===== config.mk =====
export PLATFORM = sky130hd
export DESIGN_NAME = temporizador
export DESIGN_NICKNAME = d
export VERILOG_FILES = /design/src/rtl/temporizador_pkg.sv /design/src/rtl/temporizador_canal.sv /design/src/rtl/temporizador.sv
export SDC_FILE = /design/constraint.sdc
export NUM_CORES = 1
export LEC_CHECK = 0
export ABC_AREA = 1
export CORE_MARGIN = 3
export CORE_UTILIZATION = 57
export DETAILED_ROUTE_END_ITERATION = 7
export PLACE_DENSITY = 0.84
export SETUP_SLACK_MARGIN = 0.4
export SLEW_MARGIN = 20
export SYNTH_ARGS = -nofsm -noshare
export SYNTH_HDL_FRONTEND = slang
export SYNTH_SLANG_ARGS = --single-unit

===== constraint.sdc =====
create_clock -name clk -period 3.7 [get_ports clk]
set_clock_uncertainty 0.2 [all_clocks]
set_input_delay 1.11 -clock clk [delete_from_list [all_inputs] [get_ports clk]]
set_output_delay 1.11 -clock clk [all_outputs]
set_load 0.005 [all_outputs]

===== src/rtl/temporizador_pkg.sv =====
// Shared definitions for the temporizador three-channel duty timer:
// default counter width, FSM state type and flag bit positions.
package temporizador_pkg;

    localparam int CNT_W_DEFAULT = 5;

    typedef enum logic {
        IDLE = 1'b0,
        RUN  = 1'b1
    } state_t;

    localparam int FLAG_R = 0;
    localparam int FLAG_G = 1;
    localparam int FLAG_B = 2;

endpackage : temporizador_pkg


===== src/rtl/temporizador_canal.sv =====
// One timer channel: holds the count captured at run start and drives
// one registered flag that stays high while the run position is below
// that count.
module temporizador_canal
    import temporizador_pkg::*;
#(
    parameter int CNT_W = CNT_W_DEFAULT
) (
    input  logic             clk,
    input  logic             rst_n,
    input  logic             i_load,
    input  logic             i_clear,
    input  logic             i_step,
    input  logic [CNT_W-1:0] i_ciclos,
    input  logic [CNT_W-1:0] i_cnt,
    output logic             o_flag
);

    logic [CNT_W-1:0] r_lat;
    logic             r_flag;
    logic [CNT_W:0]   w_cnt_inc;

    // Next run position, one bit wider so the compare never wraps.
    assign w_cnt_inc = {1'b0, i_cnt} + {{CNT_W{1'b0}}, 1'b1};

    // Capture the count on load; update the flag from the next run position.
    // NOTE: sequential state uses non-blocking assignments so every register
    // samples pre-edge values regardless of statement order.
    always_ff @(posedge clk or negedge rst_n) begin
        if (!rst_n) begin
            r_lat  <= '0;
            r_flag <= 1'b0;
        end else if (i_load) begin
            r_lat  <= i_ciclos;
            r_flag <= (i_ciclos != '0);
        end else if (i_clear) begin
            r_flag <= 1'b0;
        end else if (i_step) begin
            r_flag <= (w_cnt_inc < {1'b0, r_lat});
        end
    end

    assign o_flag = r_flag;

endmodule : temporizador_canal


===== src/rtl/temporizador.sv =====
// Three-channel one-shot duty timer for the RGB LED path.
// A rising edge on enter captures the R/G/B counts and starts a fixed
// 2**CNT_W cycle run; each flag is high for its captured number of cycles.
// Optional build macro TEMPORIZADOR_RETRIGGER_EN: a rising edge during a
// run restarts it with freshly captured counts.
module temporizador
    import temporizador_pkg::*;
#(
    parameter int CNT_W = CNT_W_DEFAULT
) (
    input  logic             clk,
    input  logic             rst_n,
    input  logic             enter,
    input  logic [CNT_W-1:0] ciclos_R,
    input  logic [CNT_W-1:0] ciclos_G,
    input  logic [CNT_W-1:0] ciclos_B,
    output logic [2:0]       flags,
    output logic             busy
);

    localparam logic [CNT_W-1:0] CNT_MAX = '1;

    state_t           r_state;
    state_t           w_state_nxt;
    logic [CNT_W-1:0] r_cnt;
    logic [CNT_W-1:0] w_cnt_nxt;
    logic             r_busy;
    logic             w_busy_nxt;
    logic             r_enter_d;
    logic             w_rise;
    logic             w_load;
    logic             w_clear;
    logic             w_step;

    assign w_rise = enter & ~r_enter_d;

    // State, run counter, busy and edge-detect history registers.
    // enter_d resets high so a level already high at release is not a start.
    always_ff @(posedge clk or negedge rst_n) begin
        if (!rst_n) begin
            r_state   <= IDLE;
            r_cnt     <= '0;
            r_busy    <= 1'b0;
            r_enter_d <= 1'b1;
        end else begin
            r_state   <= w_state_nxt;
            r_cnt     <= w_cnt_nxt;
            r_busy    <= w_busy_nxt;
            r_enter_d <= enter;
        end
    end

    // Next-state, counter and channel strobes.
    // NOTE: every signal gets a default first so no path leaves it unassigned
    // and no latch is inferred.
    always_comb begin
        w_state_nxt = r_state;
        w_cnt_nxt   = r_cnt;
        w_busy_nxt  = r_busy;
        w_load      = 1'b0;
        w_clear     = 1'b0;
        w_step      = 1'b0;
        case (r_state)
            IDLE: begin
                if (w_rise) begin
                    w_load      = 1'b1;
                    w_cnt_nxt   = '0;
                    w_state_nxt = RUN;
                    w_busy_nxt  = 1'b1;
                end
            end
            RUN: begin
                if (r_cnt == CNT_MAX) begin
                    // Run ends; a rise on this same edge is deliberately dropped.
                    w_clear     = 1'b1;
                    w_cnt_nxt   = '0;
                    w_state_nxt = IDLE;
                    w_busy_nxt  = 1'b0;
`ifdef TEMPORIZADOR_RETRIGGER_EN
                end else if (w_rise) begin
                    w_load      = 1'b1;
                    w_cnt_nxt   = '0;
`endif
                end else begin
                    w_step      = 1'b1;
                    w_cnt_nxt   = r_cnt + 1'b1;
                end
            end
            default: begin
                w_state_nxt = IDLE;
                w_cnt_nxt   = '0;
                w_busy_nxt  = 1'b0;
                w_clear     = 1'b1;
            end
        endcase
    end

    temporizador_canal #(.CNT_W(CNT_W)) u_canal_r (
        .clk      (clk),
        .rst_n    (rst_n),
        .i_load   (w_load),
        .i_clear  (w_clear),
        .i_step   (w_step),
        .i_ciclos (ciclos_R),
        .i_cnt    (r_cnt),
        .o_flag   (flags[FLAG_R])
    );

    temporizador_canal #(.CNT_W(CNT_W)) u_canal_g (
        .clk      (clk),
        .rst_n    (rst_n),
        .i_load   (w_load),
        .i_clear  (w_clear),
        .i_step   (w_step),
        .i_ciclos (ciclos_G),
        .i_cnt    (r_cnt),
        .o_flag   (flags[FLAG_G])
    );

    temporizador_canal #(.CNT_W(CNT_W)) u_canal_b (
        .clk      (clk),
        .rst_n    (rst_n),
        .i_load   (w_load),
        .i_clear  (w_clear),
        .i_step   (w_step),
        .i_ciclos (ciclos_B),
        .i_cnt    (r_cnt),
        .o_flag   (flags[FLAG_B])
    );

    assign busy = r_busy;

endmodule : temporizador


# Word level (Yosys, flattened, before mapping)
# Index checks and enable logic that the tools add are counted.
# W data, S select, Z words.
# op_classes
n_shift,0
n_lt_le_gt_ge,3
mux,22
n_bitwise,3
n_addsub,2
mul,0
div_mod_pow,0
n_eq_ne,3
n_reduce_logical,5
# op_table
cell,n
$lt A6 B5 Y1,3
$mux W1,17
$reduce_bool A5 Y1,3
$mux W5,2
$pmux W5 S2,1
$add A5 B1 Y6 const B,1
$add A5 B1 Y5 const B,1
$eq A5 B5 Y1 const B,1
$pmux W1 S2,2
$reduce_bool A3 Y1,1
$ne A2 B1 Y1 const B,1
$ne A2 B2 Y1 const B,1
$not A1 Y1,2
$reduce_and A2 Y1,1
$and A1 B1 Y1,1
# totals
mem_bits_rw,0
regBits,26
latch_bits,0
in_bits,18
mem_count,0
rom_bits,0

# Longest topological paths before layout
# Gate-level depths: netlist of the first run.
# depth
depth_word,6
depth_mapped,11
ltp_nobuf,11

# Hierarchy
# From an unflattened synthesis of the first run, not the netlist that was laid out.
# unflattened
hier_cells,202
area_unflattened_um2,1661.6
# modules_own_cells
mod,cells_per_inst,instances,area_per_inst_um2,seq_area_each_um2
temporizador_canal,52,3,421.7,150.1
temporizador,46,1,396.6,201.4

# Worst setup path after synthesis of the first run
# Ideal clock, no wire load.
# synth_timing
path_kind,in2reg
startpoint,input enter
endpoint,register u_canal_b.r_lat[0]
cell_stages,3
setup_ns,0.125
slack_ns,1.733
arrival_time_ns,1.641
required_ns,3.375
path_cell_list,nand3_2 buf_6 mux2_4
# synth_between
elab_chain_cells,3
# synth_rtl
element,line,source
"start, declared",temporizador.sv:13,"input logic enter,"
$and A1 B1 Y1,temporizador.sv:35,assign w_rise = enter & ~r_enter_d;
$mux W1,temporizador.sv:65,if (w_rise) begin
$mux W1,temporizador.sv:63,case (r_state)
"end signal, assigned",temporizador_canal.sv:34,r_lat <= i_ciclos;
"end, declared",temporizador_canal.sv:19,logic [CNT_W-1:0] r_lat;
# Every way passes these cells.
# A chain may end at the register's enable or synchronous reset.

# Worst setup path in the final report of the first run
# layout_timing
startpoint,input enter
endpoint,"register u_canal_r.r_flag, in the netlist u_canal_r.o_flag"
# layout_between
elab_chain_cells,4
word_cells_on_any_way,5
classes_between,mux (3); bitwise (1); reduce/logical (1)
# layout_rtl
element,line,source
$and A1 B1 Y1 *,temporizador.sv:35,
$mux W1 *,temporizador.sv:65,
$mux W1 *,temporizador.sv:63,
$reduce_bool A3 Y1 (no source line) or $mux W1 (tied branches),-,
"end signal, assigned",temporizador_canal.sv:35,r_flag <= (i_ciclos != '0);
"end signal, assigned",temporizador_canal.sv:39,"r_flag <= (w_cnt_inc < {1'b0, r_lat});"
"end, declared",temporizador_canal.sv:20,logic r_flag;
# Every way passes the cells marked *; elsewhere a longest branch is shown, timed or not.

==> results.md, run 1 <==
- Outcome: finished, final reports clean
- Final Hold Fails: 0
- Drc violations: 0
- Die H: 56.59 um
- Number of synthesized register bits: 26
- Number of buffers inserted by hold repair at cts: 0
- All-Layer GR Usage: 0.2110
- RSZ-0062 raised after global routing: no
- Post-Syn Nets: 209
- Slew Viols, Final: 0
- FF-to-FF path depth: 10
- H-tree depth: 1
- Crit Path Max Fanout: 32
- # Max-Cap Violations: 0
- TritonCTS clock tree: done
- CTS clk-pin slew, worst paths: 0.15 ns
- Worst-case clock buffer depth: 2
- Slew Limit Headroom: 0.6244
- Yosys Warn Count: 0
- Reg-to-reg startpoint: r_cnt[0]$_DFFE_PN0P_
- Hold-critical path depth: 2
- Die area: 3202 sq um
- Initial antenna violation count: 0
- Core area: 2318 sq um
- CP max stage delay: 0.52 ns
- Starting density of the core: 0.6292
- Die W: 56.59 um
- CP required: 3.72 ns
- Tcrit/Tclk final: 0.6911
- Via count: 1158
- Final setup fails: 0
- Root Driver: clkbuf_4
- PostCTS Resize Cnt: 0
- First-pass GRT wire length: 5.292 mm
- Mapped cell area: 1459 sq um
- DR WL/cell: 13.37 um
- Crit path DAT: 2.57 ns
- DR pass1 iterations: 4
- Largest net degree at the start of global routing: 33
- # rows: 17
- Final HPWL from detailed placement: 2.228 mm
- Leading cell type in the layout, fill and taps excluded: nand2_1
- Placed Area: 1668 sq um
- Worst Min Path Start: busy$_DFFE_PN0P_
- Clock sinks: 26
- I/O pin total: 22
- Setup TNS: 0 ns
- Hold EP: busy$_DFFE_PN0P_
- P&R area growth vs syn: 17.92%
- Diodes inserted: 0
- Worst Tran Pin Value: 0.5628 ns
- Placed Instances: 221
- Leakage power: 0.0009232 uW
- Crit Path Class: input pin to flip-flop
- Post-layout util: 0.7420
- Post-synthesis cell type count: 22
- Min-delay worst type: flip-flop to flip-flop
- CP Cell Sequence: clkdlybuf4s50_1, nand3_2, o21ai_0, a21oi_1
- Sequential element share of the synthesized area: 0.4468
- Vias in the first global route: 1248
- Commonest cells after routing, fill and taps aside: nand2_1 (47), inv_1 (32), dfrtp_1 (25), clkdlybuf4s50_1 (21)
- WL final: 3.008 mm
- WHS: 0.2900 ns
- Post-CTS setup buffers: 0
- Crit path time final: 2.557 ns
- VDD IR max: 0.0005042 V
- Post-route cell area: 1720 sq um
- Fmax achieved: 0.3911 GHz
- Post-Syn Instances: 177
- Worst skew pair latency: 0.33 ns
- Crit path max-delay cell type: clkdlybuf4s50_1
- Power density cells: 876.5 nW/um^2
- Routed Antenna Nets: 0
- Vias per std cell: 5.147
- Port Buffers: 21
- Element type at the critical path start: input pin
- Syn Area/Cell: 8.242 sq um
- Nets: 230
- TritonCTS Buffers: 3
- Fin cells: 225
- GP Congestion: 0.8303
- FF-to-FF End: u_canal_r.o_flag$_DFFE_PN0P_
- DR iter-0 viols: 39
- Share of cells above drive strength 1: 0.06091
- CP Capture Type: flip-flop
- R2r setup slk: 1.51 ns
- Grt total ovfl: 0
-- layout make-up --
cell class                      instances  area, sq um
Clock buffer                            3        22.52
Clock inverter                          1        30.03
Multi-Input combinational cell        112        639.4
Fill cell                             197        598.1
Inverter                               33        123.9
Sequential cell                        26        651.9
Timing Repair Buffer                   22        217.7
Tap cell                               28        35.03
-- metrics by stage --
step / setup WS, ns / total power [uW]
2_1_floorplan: 1.733 / 1095
3_3_place_gp: 0.8671 / 1242
3_5_place_dp: 0.8252 / 1297
4_1_cts: 1.159 / 1514
5_1_grt: 1.027 / 1683
6_report: 1.143 / 1508
-- worst max-delay path: cells and delay by family --
kind                   cells  cell delay (ns)
AND/OR/NAND/NOR            1             0.46
AO/OA/AOI/OAI              2             0.47
buffers and inverters      1             0.52
-- layer usage --
layer  vias to the layer above  global-route usage  routed length [um]
li1                        590                   -                   -
met5                         -                   0                   0
met1                       538              0.2412                1255
met4                         0             0.09153                  51
met2                        25              0.3845                1563
met3                         5             0.02989                 138
-- logic make-up (layout without fill, tap and decap cells) --
logic type      after synthesis  after routing  synth area share
flops                        26             26            0.4468
fa+ha+maj                    14             14            0.1201
simple gates                 68             68            0.1878
mux                           3              3           0.02572
compound gates               25             25           0.09262
buf+inv                      39             59            0.1149
xor+xnor                      2              2           0.01201
-- worst max path at each step --
stage | from | to | slack (ns) | depth (start not counted)
2_1_floorplan | enter | u_canal_b.r_lat[0]$_DFFE_PN0P_ | 1.73 | 3
3_3_place_gp | enter | u_canal_b.r_lat[0]$_DFFE_PN0P_ | 0.87 | 3
3_5_place_dp | enter | u_canal_r.o_flag$_DFFE_PN0P_ | 0.83 | 4
4_1_cts | u_canal_g.o_flag$_DFFE_PN0P_ | flags[1] | 1.16 | 1
5_1_grt | enter | u_canal_b.o_flag$_DFFE_PN0P_ | 1.03 | 4
6_report | enter | u_canal_r.o_flag$_DFFE_PN0P_ | 1.14 | 4
-- state kept, by name, summed over array words and instances (netlist names), 5 cells and up --
signal / count
u_canal_r.r_lat: 5
r_cnt: 5
u_canal_b.r_lat: 5
u_canal_g.r_lat: 5
-- cell usage after synthesis (all sizes together) --
master,number,area (sq um)
inv,33,123.9
a22o,1,8.760
o22ai,1,6.260
a32o,1,10.01
mux2,3,37.53
nand2,48,182.7
nand3,3,20.02
buf,6,43.79
nor2,14,52.55
o21ai,13,65.06
a21oi,9,45.04
xor2,2,17.52
dfstp,1,26.28
dfrtp,25,625.6
nand4,3,18.77
ha,14,175.2
-- report_power, final --
group          switching [uW]  internal [uW]
Combinational             439            351
Clock                    86.2            110
Sequential               96.9            425
Total                     622            886
Power figures use the tool's default switching activity.
==> inputs of run 2 (changes only) <==
- CORE_UTILIZATION: 57 -> 48
- PLACE_DENSITY: 0.84 -> 0.75
- clock period: 3.7 -> 2.08 ns (I/O delays scaled with it)
==> run 2 against run 1 <==
  * Combinational power grew 140%
  * Non-clock buffer count grew 18
  * Critical path type is now flip-flop to flip-flop
  * Core utilization shrank 5.5 points
  * Register-to-register slack lost 1.3 ns
  * Clock power grew 30%
  * Hold slack lost 0.0074 ns
  * Cell area grew 13%
  * Largest power group unchanged
  * Power grew 100%
==> results.md, run 2 (synthesized netlist as in run 1, its figures left out) <==
- Die area: 3737 sq um (+17%)
- Port Buffers: 21 (unchanged)
- VDD IR max: 0.0006457 V (+28%)
- CP Capture Type: flip-flop
- Setup WS pre-CTS: -0.1001 ns (-0.9253 ns)
- Crit Path Class: flip-flop to flip-flop
- R2r setup slk: 0.18 ns (-1.33 ns)
- GP Congestion: 0.8003 (-3.6%)
- Setup TNS: 0 ns (unchanged)
- Crit Path Max Fanout: 4 (-88%)
- Leading cell type in the layout, fill and taps excluded: nand2_1
- RSZ-0062 raised after global routing: yes
- Power density cells: 1583 nW/um^2 (+81%)
- Outcome: finished, final reports clean
- I/O pin total: 22 (unchanged)
- Sw frac: 0.4207 (+0.008397)
- Core area: 2829 sq um (+22%)
- DR iter-0 viols: 43 (+10%)
- Final setup fails: 0 (unchanged)
- Crit path time final: 1.901 ns
- Vias in the first global route: 1258 (+0.80%)
- Drc violations: 0 (unchanged)
- Crit path DAT: 1.91 ns (-0.66 ns)
- Number of buffers inserted by hold repair at cts: 0 (unchanged)
- Nets: 249 (+8.3%)
- Fmax achieved: 0.5261 GHz
- All-Layer GR Usage: 0.1958 (-0.01517)
- WL final: 3.259 mm (+8.3%)
- Diodes inserted: 0 (unchanged)
- # rows: 19 (+2)
- Final setup margin: 0.1793 ns (-0.9638 ns)
- TritonCTS clock tree: done
- CP required: 2.09 ns (-1.63 ns)
- Largest net degree at the start of global routing: 27 (-18%)
- Die W: 61.13 um (+8.0%)
- # Max-Cap Violations: 0 (unchanged)
- Fin cells: 247 (+9.8%)
- DR pass1 iterations: 4 (unchanged)
- Clock sinks: 26 (unchanged)
- Worst skew pair latency: 0.32 ns (about the same)
- Root Driver: clkbuf_4
- Final HPWL from detailed placement: 2.336 mm (+4.8%)
- Final Hold Fails: 0 (unchanged)
- Leakage power: 0.001001 uW (+8.5%)
- Min-delay worst type: flip-flop to flip-flop
- Commonest cells after routing, fill and taps aside: nand2_1 (43), inv_1 (29), dfrtp_1 (25), buf_4 (19), clkdlybuf4s50_1 (16)
- Clock Power Share: 0.083 (-0.047)
- Switching power: 1294 uW (+110%)
- Slew Viols, Final: 0 (unchanged)
- Worst-case clock buffer depth: 2 (unchanged)
- Placed Instances: 234 (+5.9%)
- Initial antenna violation count: 0 (unchanged)
- Die H: 61.13 um (+8.0%)
- Element type at the critical path start: flip-flop
- Post-layout util: 0.6869 (-0.05518)
- Part of the power in registers: 0.299 (-0.047)
- Vias per std cell: 5.069 (-1.5%)
- Starting density of the core: 0.5157 (-0.1135)
- H-tree depth: 1 (unchanged)
- CTS clk-pin slew, worst paths: 0.14 ns (about the same)
- First-pass GRT wire length: 5.354 mm (+1.2%)
- Grt total ovfl: 0 (unchanged)
- Via count: 1252 (+8.1%)
- Comb power frac: 0.618 (+0.094)
- TritonCTS Buffers: 3 (unchanged)
- P&R area growth vs syn: 33.19%
- Pint: 1782 uW (+100%)
- Slew Limit Headroom: 0.7802 (+0.1558)
- Share of cells above drive strength 1: 0.2546 (+0.1937)
- Tcrit/Tclk final: 0.9138
- Worst Tran Pin Value: 0.3298 ns (-0.2330 ns)
- Routed Antenna Nets: 0 (unchanged)
- Total power: 3076 uW (+100%)
- DR WL/cell: 13.19 um (-1.3%)
-- run 2: power by group through the flow --
| stage | clock [uW] | combinational, uW | sequential [uW] |
|---|---|---|---|
| 2_1_floorplan | 0 | 1060 | 889 |
| 3_3_place_gp | 0 | 1410 | 916 |
| 3_5_place_dp | 0 | 1510 | 928 |
| 4_1_cts | 264 | 1810 | 909 |
| 5_1_grt | 290 | 2160 | 941 |
| 6_report | 255 | 1900 | 919 |
-- run 2: final timing paths --
check,cells past startpoint,start,to
max in group asynchronous,2,rst_n,r_enter_d$_DFF_PN1_
hold reg to reg,2,busy$_DFFE_PN0P_,busy$_DFFE_PN0P_
hold / removal,2,busy$_DFFE_PN0P_,busy$_DFFE_PN0P_
min in group asynchronous,2,rst_n,r_cnt[4]$_DFFE_PN0P_
setup / recovery,11,r_cnt[0]$_DFFE_PN0P_,u_canal_r.o_flag$_DFFE_PN0P_
setup reg to reg,11,r_cnt[0]$_DFFE_PN0P_,u_canal_r.o_flag$_DFFE_PN0P_
-- run 2: cell type report --
type	count	area [sq um]
tap	31	38.79
clock buffer	4	36.28
inverter	33	123.9
sequential	26	651.9
timing repair buffer	40	331.6
multi-input combinational	113	760.7
fill	244	885.9
-- run 2: repair_timing --
action                                  4_1_cts  5_1_grt
gates resized for setup                      26       11
cloned                                        1        0
setup buffers                                 6        2
endpoints found under the setup margin       21       10
pin swaps                                     7        3
-- run 2: worst max-delay path, stage by stage, from the launching register on --
cell	delay, ns
dfrtp_1	0.45
ha_2	0.21
xor2_1	0.13
buf_4	0.17
ha_4	0.26
nand2_2	0.03
inv_1	0.04
nand2_1	0.04
nand2_1	0.06
nand2_1	0.07
nand2_1	0.07
a21oi_1	0.06
-- run 2: layer usage --
layer  track usage  vias up  wire (um)  share of wire
li1              -      630          -              -
met1        0.2352      589       1470           0.45
met2        0.3565       27       1632           0.50
met3       0.03145        6        117          0.036
met4       0.05882        0         38          0.012
met5             0        -          0              0
-- run 2: metrics by stage --
step | instance area [sq um] | hold WS [ns]
after global placement | 1749 | 0.2609
after floorplan | 1461 | 0.1284
after global routing | 1943 | 0.3235
final | 1943 | 0.2826
after CTS | 1906 | 0.2875
after detailed placement | 1749 | 0.2575
==> inputs of run 3 (changes only) <==
- CORE_UTILIZATION: 48 -> 56
- DONT_BUFFER_PORTS: not set -> 1
- PLACE_DENSITY: 0.75 -> 0.74
==> run 3 against run 2 <==
  * Worst setup slack gained 0.045 ns
  * Combinational power shrank 9%
  * Via count is 9.0% lower
  * Register-to-register slack better by 0.04 ns
  * Critical endpoint unchanged
==> results.md, run 3 (synthesized netlist as in run 1, its figures left out) <==
- Part of the power in registers: 0.322 (+0.023)
- Tcrit/Tclk final: 0.8922 (-0.02161)
- Fmax achieved: 0.5389 GHz (+2.4%)
- Vias in the first global route: 1162 (-7.6%)
- Via count: 1139 (-9.0%)
- CP Capture Type: flip-flop
- Starting density of the core: 0.6235 (+0.1078)
- Initial antenna violation count: 0 (unchanged)
- CP Cell Sequence: nand3_1, xor2_2, inv_2, ha_4, nand2_1, inv_1, nand2_1, nand2_1, nand2_1, nand2_1, a21oi_2
- CP max stage delay: 0.46 ns (about the same)
- Die H: 57.04 um (-6.7%)
- Commonest cells after routing, fill and taps aside: nand2_1 (43), inv_1 (30), dfrtp_1 (22), o21ai_0 (13), nor2_1 (13)
- Clock sinks: 26 (unchanged)
- Slew Limit Headroom: 0.8560 (+0.07588)
- Nets: 215 (-14%)
- Core area: 2340 sq um (-17%)
- Leakage power: 0.0008736 uW (-13%)
- Grt total ovfl: 0 (unchanged)
- # rows: 17 (-2)
- DR iter-0 viols: 62 (+44%)
- Power density cells: 1709 nW/um^2 (+7.9%)
- Drc violations: 0 (unchanged)
- Crit Path Max Fanout: 3 (-1)
- First-pass GRT wire length: 5.492 mm (+2.6%)
- Final Hold Fails: 0 (unchanged)
- Vias per std cell: 5.424 (+7.0%)
- Crit path time final: 1.856 ns (-0.04494 ns)
- All-Layer GR Usage: 0.2184 (+0.02263)
- Setup TNS: 0 ns (unchanged)
- Crit path DAT: 1.88 ns (-0.03 ns)
- Final setup margin: 0.2242 ns (+0.04494 ns)
- GP Congestion: 0.8190 (+2.3%)
- TritonCTS Buffers: 3 (unchanged)
- Clock Power Share: 0.089 (+0.006)
- Slew Viols, Final: 0 (unchanged)
- Top cell family by delay on the critical path: flip-flops
- Routed Antenna Nets: 0 (unchanged)
- I/O pin total: 22 (unchanged)
- Share of cells above drive strength 1: 0.2088 (-0.04584)
- Sw frac: 0.4331 (+0.01237)
- Port Buffers: 0 (-100%)
- Pint: 1660 uW (-6.8%)
- Leading cell type in the layout, fill and taps excluded: nand2_1
- Diodes inserted: 0 (unchanged)
- # Max-Cap Violations: 0 (unchanged)
- VDD IR max: 0.001086 V (+68%)
- Comb power frac: 0.589 (-0.029)
- Buf+Inv Stages, Crit Path: 2 (unchanged)
- Fin cells: 210 (-15%)
- Final HPWL from detailed placement: 2.011 mm (-14%)
- Most frequent CP cell: nand2_1
- DR WL/cell: 15.29 um (+16%)
- Crit Path Class: flip-flop to flip-flop
- Placed Instances: 200 (-15%)
- H-tree depth: 1 (unchanged)
- Final setup fails: 0 (unchanged)
- P&R area growth vs syn: 17.50%
- CTS clk-pin slew, worst paths: 0.15 ns (about the same)
- TritonCTS clock tree: done
- Setup WS pre-CTS: 0.08472 ns (+0.1849 ns)
- CP required: 2.10 ns (about the same)
- DR pass1 iterations: 5 (+1)
- Min-delay worst type: input pin to flip-flop
- Switching power: 1268 uW (-2.0%)
- Worst Tran Pin Value: 0.2137 ns (-0.1161 ns)
- RSZ-0062 raised after global routing: yes
- Largest net degree at the start of global routing: 33 (+22%)
- Die W: 57.04 um (-6.7%)
- Die area: 3254 sq um (-13%)
- Outcome: finished, final reports clean
- Total power: 2929 uW (-4.8%)
- Worst skew pair latency: 0.33 ns (about the same)
- Worst-case clock buffer depth: 2 (unchanged)
- Crit path max-delay cell type: dfrtp_2
- Root Driver: clkbuf_4
- WL final: 3.210 mm (-1.5%)
- Element type at the critical path start: flip-flop
[run 3: stage by stage]
step             util  hold WS (ns)  area (sq um)
2_1_floorplan       -        0.1284          1461
3_3_place_gp   0.6241        0.1290          1460
3_5_place_dp   0.6241        0.1290          1460
4_1_cts        0.7273       0.06016          1702
5_1_grt        0.7326       0.04132          1714
6_report       0.7326       0.08058          1714
[run 3: per-layer routing]
metal,wire (um),global-route usage,vias to the layer above
met5,0,0,-
met2,1563,0.3654,40
met4,16,0.04636,0
met1,1440,0.2878,537
met3,189,0.05430,4
li1,-,-,558
[run 3: final cells by class]
| type | instances | area, sq um |
|---|---|---|
| multi-input cells | 112 | 792.0 |
| well taps | 28 | 35.03 |
| inverters | 33 | 123.9 |
| repair buffers | 7 | 71.32 |
| clock buffers | 4 | 36.28 |
| flip-flops and latches | 26 | 655.6 |
| fillers | 162 | 625.6 |
[run 3: final timing paths]
| check | depth (start not counted) | from | slack (ns) | end |
|---|---|---|---|---|
| setup / recovery | 11 | r_cnt[0]$_DFFE_PN0P_ | 0.22 | u_canal_r.o_flag$_DFFE_PN0P_ |
| max in group asynchronous | 2 | rst_n | 0.93 | r_enter_d$_DFF_PN1_ |
| min in group asynchronous | 2 | rst_n | 0.51 | u_canal_b.r_lat[3]$_DFFE_PN0P_ |
| hold / removal | 0 | enter | 0.08 | r_enter_d$_DFF_PN1_ |
| setup reg to reg | 11 | r_cnt[0]$_DFFE_PN0P_ | 0.22 | u_canal_r.o_flag$_DFFE_PN0P_ |
| hold reg to reg | 2 | u_canal_r.r_lat[3]$_DFFE_PN0P_ | 0.31 | u_canal_r.r_lat[3]$_DFFE_PN0P_ |
[run 3: power by group through the flow]
stage               logic (uW)  registers, uW  clock network [uW]
finish                    1720            944                 261
global route              1960            972                 288
CTS                       1650            934                 267
detailed placement        1270            948                   0
global placement          1190            938                   0
floorplan                 1060            889                   0
[run 3: what timing repair did]
item	CTS	global route
hold buffers	2	0
pin swaps	8	0
gates resized for setup	22	3
setup buffers	4	0
endpoints found under the setup margin	6	7
hold endpoints to repair	26	0
